File: config.mk
export PLATFORM = sky130hd
export DESIGN_NAME = fpu_issue_scoreboard
export DESIGN_NICKNAME = d
export VERILOG_FILES = /design/src/rtl/fpu_issue_scoreboard.sv
export SDC_FILE = /design/constraint.sdc
export NUM_CORES = 1
export LEC_CHECK = 0
export ABC_AREA = 1
export CORE_MARGIN = 1.5
export CORE_UTILIZATION = 40
export DETAILED_ROUTE_END_ITERATION = 6
export GPL_TIMING_DRIVEN = 0
export HOLD_SLACK_MARGIN = 0.03
export SLEW_MARGIN = 25
export SYNTH_ARGS = -nofsm -noshare
export SYNTH_HDL_FRONTEND = slang
export SYNTH_SLANG_ARGS = --single-unit
File: constraint.sdc
create_clock -name clk -period 4.1 [get_ports clk]
set_input_delay 0.82 -clock clk [delete_from_list [all_inputs] [get_ports clk]]
set_output_delay 0.82 -clock clk [all_outputs]
set_load 0.03 [all_outputs]
File: src/rtl/fpu_issue_scoreboard.sv
// fpu_issue_scoreboard: FPU issue stage with a register busy scoreboard and a shared writeback-port slot ring.
module fpu_issue_scoreboard #(
   parameter int REG_W      = 5,
   parameter int LAT_ADD    = 3,
   parameter int LAT_MUL    = 2,
   parameter int LAT_INV    = 6,
   parameter int LAT_SQRT   = 6,
   parameter int LAT_CONV   = 2,
   parameter int LAT_SIMPLE = 1,
   parameter int LAT_CMP    = 1
) (
   input  logic             clk,
   input  logic             rst,
   input  logic             in_valid,
   output logic             in_ready,
   input  logic [31:0]      in_inst,
   output logic             issue_valid,
   output logic [5:0]       issue_func,
   output logic [REG_W-1:0] issue_fs,
   output logic [REG_W-1:0] issue_ft,
   output logic [REG_W-1:0] issue_fd,
   output logic [3:0]       issue_lat,
   output logic             wb_valid,
   output logic [REG_W-1:0] wb_reg,
   output logic             wb_fcc,
   output logic             err
);
   function automatic int max2(input int a, input int b);
      return (a > b) ? a : b;
   endfunction
   localparam int NREG = 1 << REG_W;
   localparam int LMAX = max2(max2(max2(LAT_ADD, LAT_MUL), max2(LAT_INV, LAT_SQRT)),
                              max2(max2(LAT_CONV, LAT_SIMPLE), LAT_CMP));
   typedef struct packed {
      logic             v;
      logic             fcc;
      logic [REG_W-1:0] r;
   } slot_t;
   // ring_q[k] is the writeback that happens k cycles from now; slot 0 drives the port
   slot_t            ring_q [LMAX+1];
   slot_t            ring_d [LMAX+1];
   logic [NREG-1:0]  busy_q, busy_d;
   logic             fcc_busy_q, fcc_busy_d;
   logic             iv_q, err_q;
   logic [5:0]       func_q;
   logic [REG_W-1:0] fs_q, ft_q, fd_q;
   logic [3:0]       lat_q;
   logic [5:0]       op, funct;
   logic [REG_W-1:0] fs, ft, fd;
   logic             legal, two, cmp, port, hazard, accept, unused_fmt;
   logic [3:0]       lat;
   assign op         = in_inst[31:26];
   assign funct      = in_inst[5:0];
   assign ft         = REG_W'(in_inst[20:16]);
   assign fs         = REG_W'(in_inst[15:11]);
   assign fd         = REG_W'(in_inst[10:6]);
   assign unused_fmt = ^in_inst[25:21];
   always_comb begin
      legal = (op == 6'b010001);
      two   = 1'b0;
      cmp   = 1'b0;
      lat   = 4'd0;
      case (funct)
         6'h00, 6'h01:        begin two = 1'b1; lat = 4'(LAT_ADD); end
         6'h02:               begin two = 1'b1; lat = 4'(LAT_MUL); end
         6'h03:               lat = 4'(LAT_INV);
         6'h04:               lat = 4'(LAT_SQRT);
         6'h05, 6'h07:        lat = 4'(LAT_SIMPLE);
         6'h08, 6'h09:        lat = 4'(LAT_CONV);
         6'h32, 6'h34, 6'h36: begin two = 1'b1; cmp = 1'b1; lat = 4'(LAT_CMP); end
         default:             legal = 1'b0;
      endcase
   end
   always_comb begin
      port = 1'b0;
      for (int k = 1; k <= LMAX; k++)
         if (int'(lat) + 1 == k && ring_q[k].v) port = 1'b1;
      hazard   = legal && (busy_q[fs] || (two && busy_q[ft]) || (cmp ? fcc_busy_q : busy_q[fd]) || port);
      in_ready = !rst && !hazard;
      accept   = in_valid && in_ready;
   end
   always_comb begin
      busy_d     = busy_q;
      fcc_busy_d = fcc_busy_q;
      if (ring_q[0].v) begin
         if (ring_q[0].fcc) fcc_busy_d = 1'b0;
         else busy_d[ring_q[0].r] = 1'b0;
      end
      if (accept && legal) begin
         if (cmp) fcc_busy_d = 1'b1;
         else busy_d[fd] = 1'b1;
      end
      for (int k = 0; k < LMAX; k++) ring_d[k] = ring_q[k+1];
      ring_d[LMAX] = '0;
      for (int k = 0; k <= LMAX; k++)
         if (accept && legal && int'(lat) == k) ring_d[k] = '{v: 1'b1, fcc: cmp, r: fd};
   end
   always_ff @(posedge clk) begin
      if (rst) begin
         busy_q     <= '0;
         fcc_busy_q <= 1'b0;
         iv_q       <= 1'b0;
         err_q      <= 1'b0;
         func_q     <= '0;
         fs_q       <= '0;
         ft_q       <= '0;
         fd_q       <= '0;
         lat_q      <= '0;
         for (int k = 0; k <= LMAX; k++) ring_q[k] <= '0;
      end else begin
         busy_q     <= busy_d;
         fcc_busy_q <= fcc_busy_d;
         ring_q     <= ring_d;
         iv_q       <= accept && legal;
         err_q      <= accept && !legal;
         if (accept && legal) begin
            func_q <= funct;
            fs_q   <= fs;
            ft_q   <= ft;
            fd_q   <= fd;
            lat_q  <= lat;
         end
      end
   end
   assign issue_valid = iv_q && !rst;
   assign issue_func  = func_q;
   assign issue_fs    = fs_q;
   assign issue_ft    = ft_q;
   assign issue_fd    = fd_q;
   assign issue_lat   = lat_q;
   assign err         = err_q && !rst;
   assign wb_valid    = ring_q[0].v && !rst;
   assign wb_reg      = ring_q[0].r;
   assign wb_fcc      = ring_q[0].fcc;
endmodule

# Word-level counts from Yosys, hierarchy flattened
# Cells that the tools add are included.
# totals
ram_bits	0
wordCells	141
rom_bits	0
inputBits	35
latchBits	0
regBits	109
out_inout_bits	35
n_memories	0
# classes
add_sub_neg	1
mux	36
order_cmp	6
n_mul	0
n_shift	0
eq_ne	24
div_mod_pow	0
n_reduce_logical	40
bitwise	4
# op_table
op	count
32-bit two-way mux	4
32-bit by 3-bit equality test with 1-bit output (second input constant)	2
32-bit by 4-bit equality test with 1-bit output (second input constant)	2
7-bit two-way mux	7
32-bit AND	1
32-bit by 2-bit equality test with 1-bit output (second input constant)	1
32-bit inverter	1
32-bit OR	1
1-bit logical AND	24
5-bit by 6-bit < comparator with 1-bit output (second input constant)	4
1-bit two-way mux	19
6-bit by 3-bit equality test with 1-bit output (second input constant)	3
6-bit equality test (second input constant)	3
1-bit binary-select mux with 5-bit select	3
4-bit equality test (second input constant)	3
6-bit by 2-bit equality test with 1-bit output (second input constant)	2
6-bit by 4-bit equality test with 1-bit output (second input constant)	2
3-bit one-hot mux with 4 select lines	1
12-bit OR reduction	1
1-bit demux with 5-bit select	2
5-bit by 1-bit greater-or-equal comparator with 1-bit output (second input constant)	2
4-bit by 3-bit equality test with 1-bit output (second input constant)	2
6-bit by 1-bit equality test with 1-bit output (second input constant)	1
6-bit by 5-bit equality test with 1-bit output (second input constant)	1
other kinds (12)	19

# Longest topological paths before layout
# logic_depth
word_depth	21
mapped_depth	20

# Least setup slack after synthesis
# Ideal clock, no wire load.
# synth_path
path_kind	input to output
from	input port in_inst[5]
to	output port in_ready
path_slack_ns	0.532
arrival_time_ns	2.748
cell_stages	9
cell_sequence	nor2_4 nand2_1 o21ai_0 inv_1 ha_1 a21o_1 nor2_1 nor2_1 o31ai_1
# synth_via
elab_chain_len	16
word_cells_on_any_way	50
cone_classes	add/sub (1); eq/ne (17); mux (11); reduce/logical (21)
# synth_rtl
item	line_no	rtl
from (decl)	16	input logic [31:0] in_inst,
6-bit equality test, or another cell as far along	63	case (funct)
5-bit OR reduction (no line), or another cell as far along	--	
3-bit one-hot mux with 4 select lines	63	
4-bit by 1-bit adder with 5-bit output	77	if (int'(lat) + 1 == k && ring_q[k].v) port = 1'b1;
32-bit by 2-bit equality test with 1-bit output	77	
1-bit logical AND	77	
1-bit two-way mux (6 in a row)	77	
1-bit logical OR	78	hazard = legal && (busy_q[fs] || (two && busy_q[ft]) || (cmp ? fcc_busy_q : busy_q[fd]) || port);
1-bit logical AND (*)	78	
1-bit logical NOT (*)	79	in_ready = !rst && !hazard;
1-bit logical AND (*)	79	
to (decl)	15	output logic in_ready,
# Mark *: on every way between the ends. The rest lies on a longest branch, timed or not.

# Final worst setup path
# layout_path
from	input port in_inst[3]
to	output port in_ready
# Same word-level chain as after synthesis.

==> results.cfg <==
[outcome]
status = finished, final reports clean

[yosys]
ys.warnings.count = 0
synth_flop_cell = dfxtp_1
ys_seq_elements = 108
synth_area_leaders = dfxtp_1, nand2_1, inv_1, nand3_1, nor2_1
synth_common_cells = nand2_1, dfxtp_1, inv_1
yosys.cell_types.count = 30
synthesis.area_mm2 = 0.00534
yosysTopAreaCellShare_pct = 40.5
yosys.area.top_type = dfxtp_1
synth_seq_area_share_pct = 40.5
avgSynthCellArea_um2 = 6.53
yosysMostFrequentCell = nand2_1
synth_edf_count = 0
async_flop_share_pct = 0
synthCells = 818

[setup_path]
cpMaxStageDelayCell = clkdlybuf4s50_1
cp_common_cell = nor2_1
cp-end-kind = output port
cp-startpoint = in_inst[3]
crit_end = in_ready
r2r-end = issue_fs[4]
crit_arrival_ns = 3.11
cp_max_fo = 4
cpPeakStageDelay_ns = 0.49
r2r_slack_ns = 1.85
path_cells = clkdlybuf4s50_1, nor2_1, nand2_1, o21ai_1, inv_1, ha_1, a21o_1, nor2_1, nor2_1, o31ai_1, buf_4
reg2reg_depth = 13
startpoint_type = input port
required_ns = 3.28
crit_type = input port to output port
reg2reg_from = busy_q[17]

[cts]
cts_tree = built
cts_max_path_buffers = 2
insertion_delay_ns = 0.36
clkSinkCount = 108
htree_levels = 3
hold_buffers = 0
cts_setup_buffers = 0
clk_pin_slew_ns = 0.07
numCtsBuffers = 9
cts_root_buf = clkbuf_16

[min_path]
min-delay-start = ring_q[5]
hold_class = register to register

[sta]
setup_ws_ns = 0.174
fin_tns_setup_ns = 0
fmax_ghz = 0.255
finClkSkew_ns = 0.00495
finalCritPeriodShare_pct = 95.8
worst_pin_slew_ns = 0.648
report.final.slew_viol_count = 0
rsz0062_at_grt = no
finalHoldViolCount = 0
whs_ns = 0.404
relSlewSlack_pct = 56.4
setup_viol = 0
period_minus_slack_ns = 3.93

[global_routing]
gr-total-overflow = 0
grt_pass1_wl_mm = 24.9
antenna_found_initial = 0
grt_max_degree = 18
grt_use_total_pct = 22.9
grt_pass1_vias = 4619

[place]
place_ws_ns = -0.409
numPortBuffers = 54
gp_congestion = 0.861
place_hpwl_mm = 11.5

[layout]
antenna_cells = 0
largest-register = ring_q
utilization_pct = 48.6
area_growth_pct = 19.7
drive_above_1_share_pct = 8.32
largest_register_ffs = 43
nNetsFinal = 920

[pwr]
power.total_mw = 2.07
power_density_mw_per_mm2 = 324
switching_power_mw = 0.516
pwr-share-comb_pct = 7.9
power_frac_seq_pct = 50.8
p_sw_share_pct = 25.0
max-vdd-ir-drop_v = 0.000234
power.share.clock_pct = 41.2
intPower_mw = 1.55
p_leak_nw = 2.76

[die]
core_mm2 = 0.0131
start_util_pct = 40.6
die_y_um = 119
die_x_um = 119
io_pins = 70
dieArea_mm2 = 0.0140
rows = 42

[drt]
avgViaCountPerCell = 4.88
drtAntennaViolNets = 0
drc_errors = 0
drt-total-wl_mm = 15.5
num_vias = 5193
drt_iter0_markers = 496
routedWlPerCell_um = 14.6
dr.pass1.iters = 5

[job]
cap_violations = 0
[through the flow]
step / std cells / instance area [um2]
after global placement: 1049 / 6100
after CTS: 1065 / 6380
after global routing: 1065 / 6390
after detailed placement: 1049 / 6100
final: 1065 / 6390
after floorplan: 819 / 5340
[cells in the final DEF, fill, tap and decap left out, drive strengths merged]
cell and n:
nand2 267, inv 110, dfxtp 108, nor2 85, nand3 74, a21oi 59, clkdlybuf4s50 53, o21ai 52
buf 31, clkbuf 22, nor3 14, clkinv 5, conb 2, a21o 1, nor4 1, o2111ai 1
o31ai 1, nand4 1, ha 1, clkinvlp 1
[power groups by stage]
stage          sequential [mW]  clock [mW]  combinational (mW)
2_1_floorplan             1.08           0              0.0994
3_3_place_gp              1.08           0               0.164
3_5_place_dp              1.08           0               0.164
4_1_cts                   1.05       0.866               0.164
5_1_grt                   1.05       0.912               0.179
6_report                  1.05       0.853               0.164
[worst max-delay path: cells and delay by family]
family | cells | cell delay, ns
simple gates | 4 | 0.44
compound gates | 3 | 0.66
fa+ha+maj | 1 | 0.34
buf+inv | 3 | 0.85
[worst min path at each step]
stage	cells after the start	slack [ns]	endpoint
final	2	0.40	ring_q[12]
after CTS	2	0.40	ring_q[15]
after global placement	2	0.39	wb_reg[3]
after floorplan	2	0.39	ring_q[10]
after detailed placement	2	0.40	wb_reg[0]
after global routing	2	0.41	wb_reg[3]
[layer usage]
layer,global-route usage [%],vias to the layer above,wire [um]
li1,-,2664,-
met1,32.9,2336,7530
met2,34.1,161,6770
met3,4.20,32,840
met4,8.66,0,367
met5,0,-,0
[cell families after synthesis]
| family | count (synthesis) | synth area share (%) |
|---|---|---|
| other cells | 1 | 0.0703 |
| simple gates | 442 | 35.3 |
| fa+ha+maj | 1 | 0.234 |
| compound gates | 114 | 11.3 |
| flops | 108 | 40.5 |
| buf+inv | 152 | 12.6 |
[area by class of cell]
| cell class | instances | area [um2] |
|---|---|---|
| clock buffer | 11 | 253 |
| timing repair buffer | 54 | 538 |
| fill | 1367 | 6750 |
| clock inverter | 5 | 35.0 |
| tap | 176 | 220 |
| multi-input combinational | 559 | 2510 |
| inverter | 111 | 417 |
| buffer | 41 | 254 |
| sequential | 108 | 2160 |
[timing repair]
action,4_1_cts,5_1_grt
gates cloned,0,0
endpoints found under the setup margin,1,1
resized for setup,6,2
(Power assumes the default switching activity.)
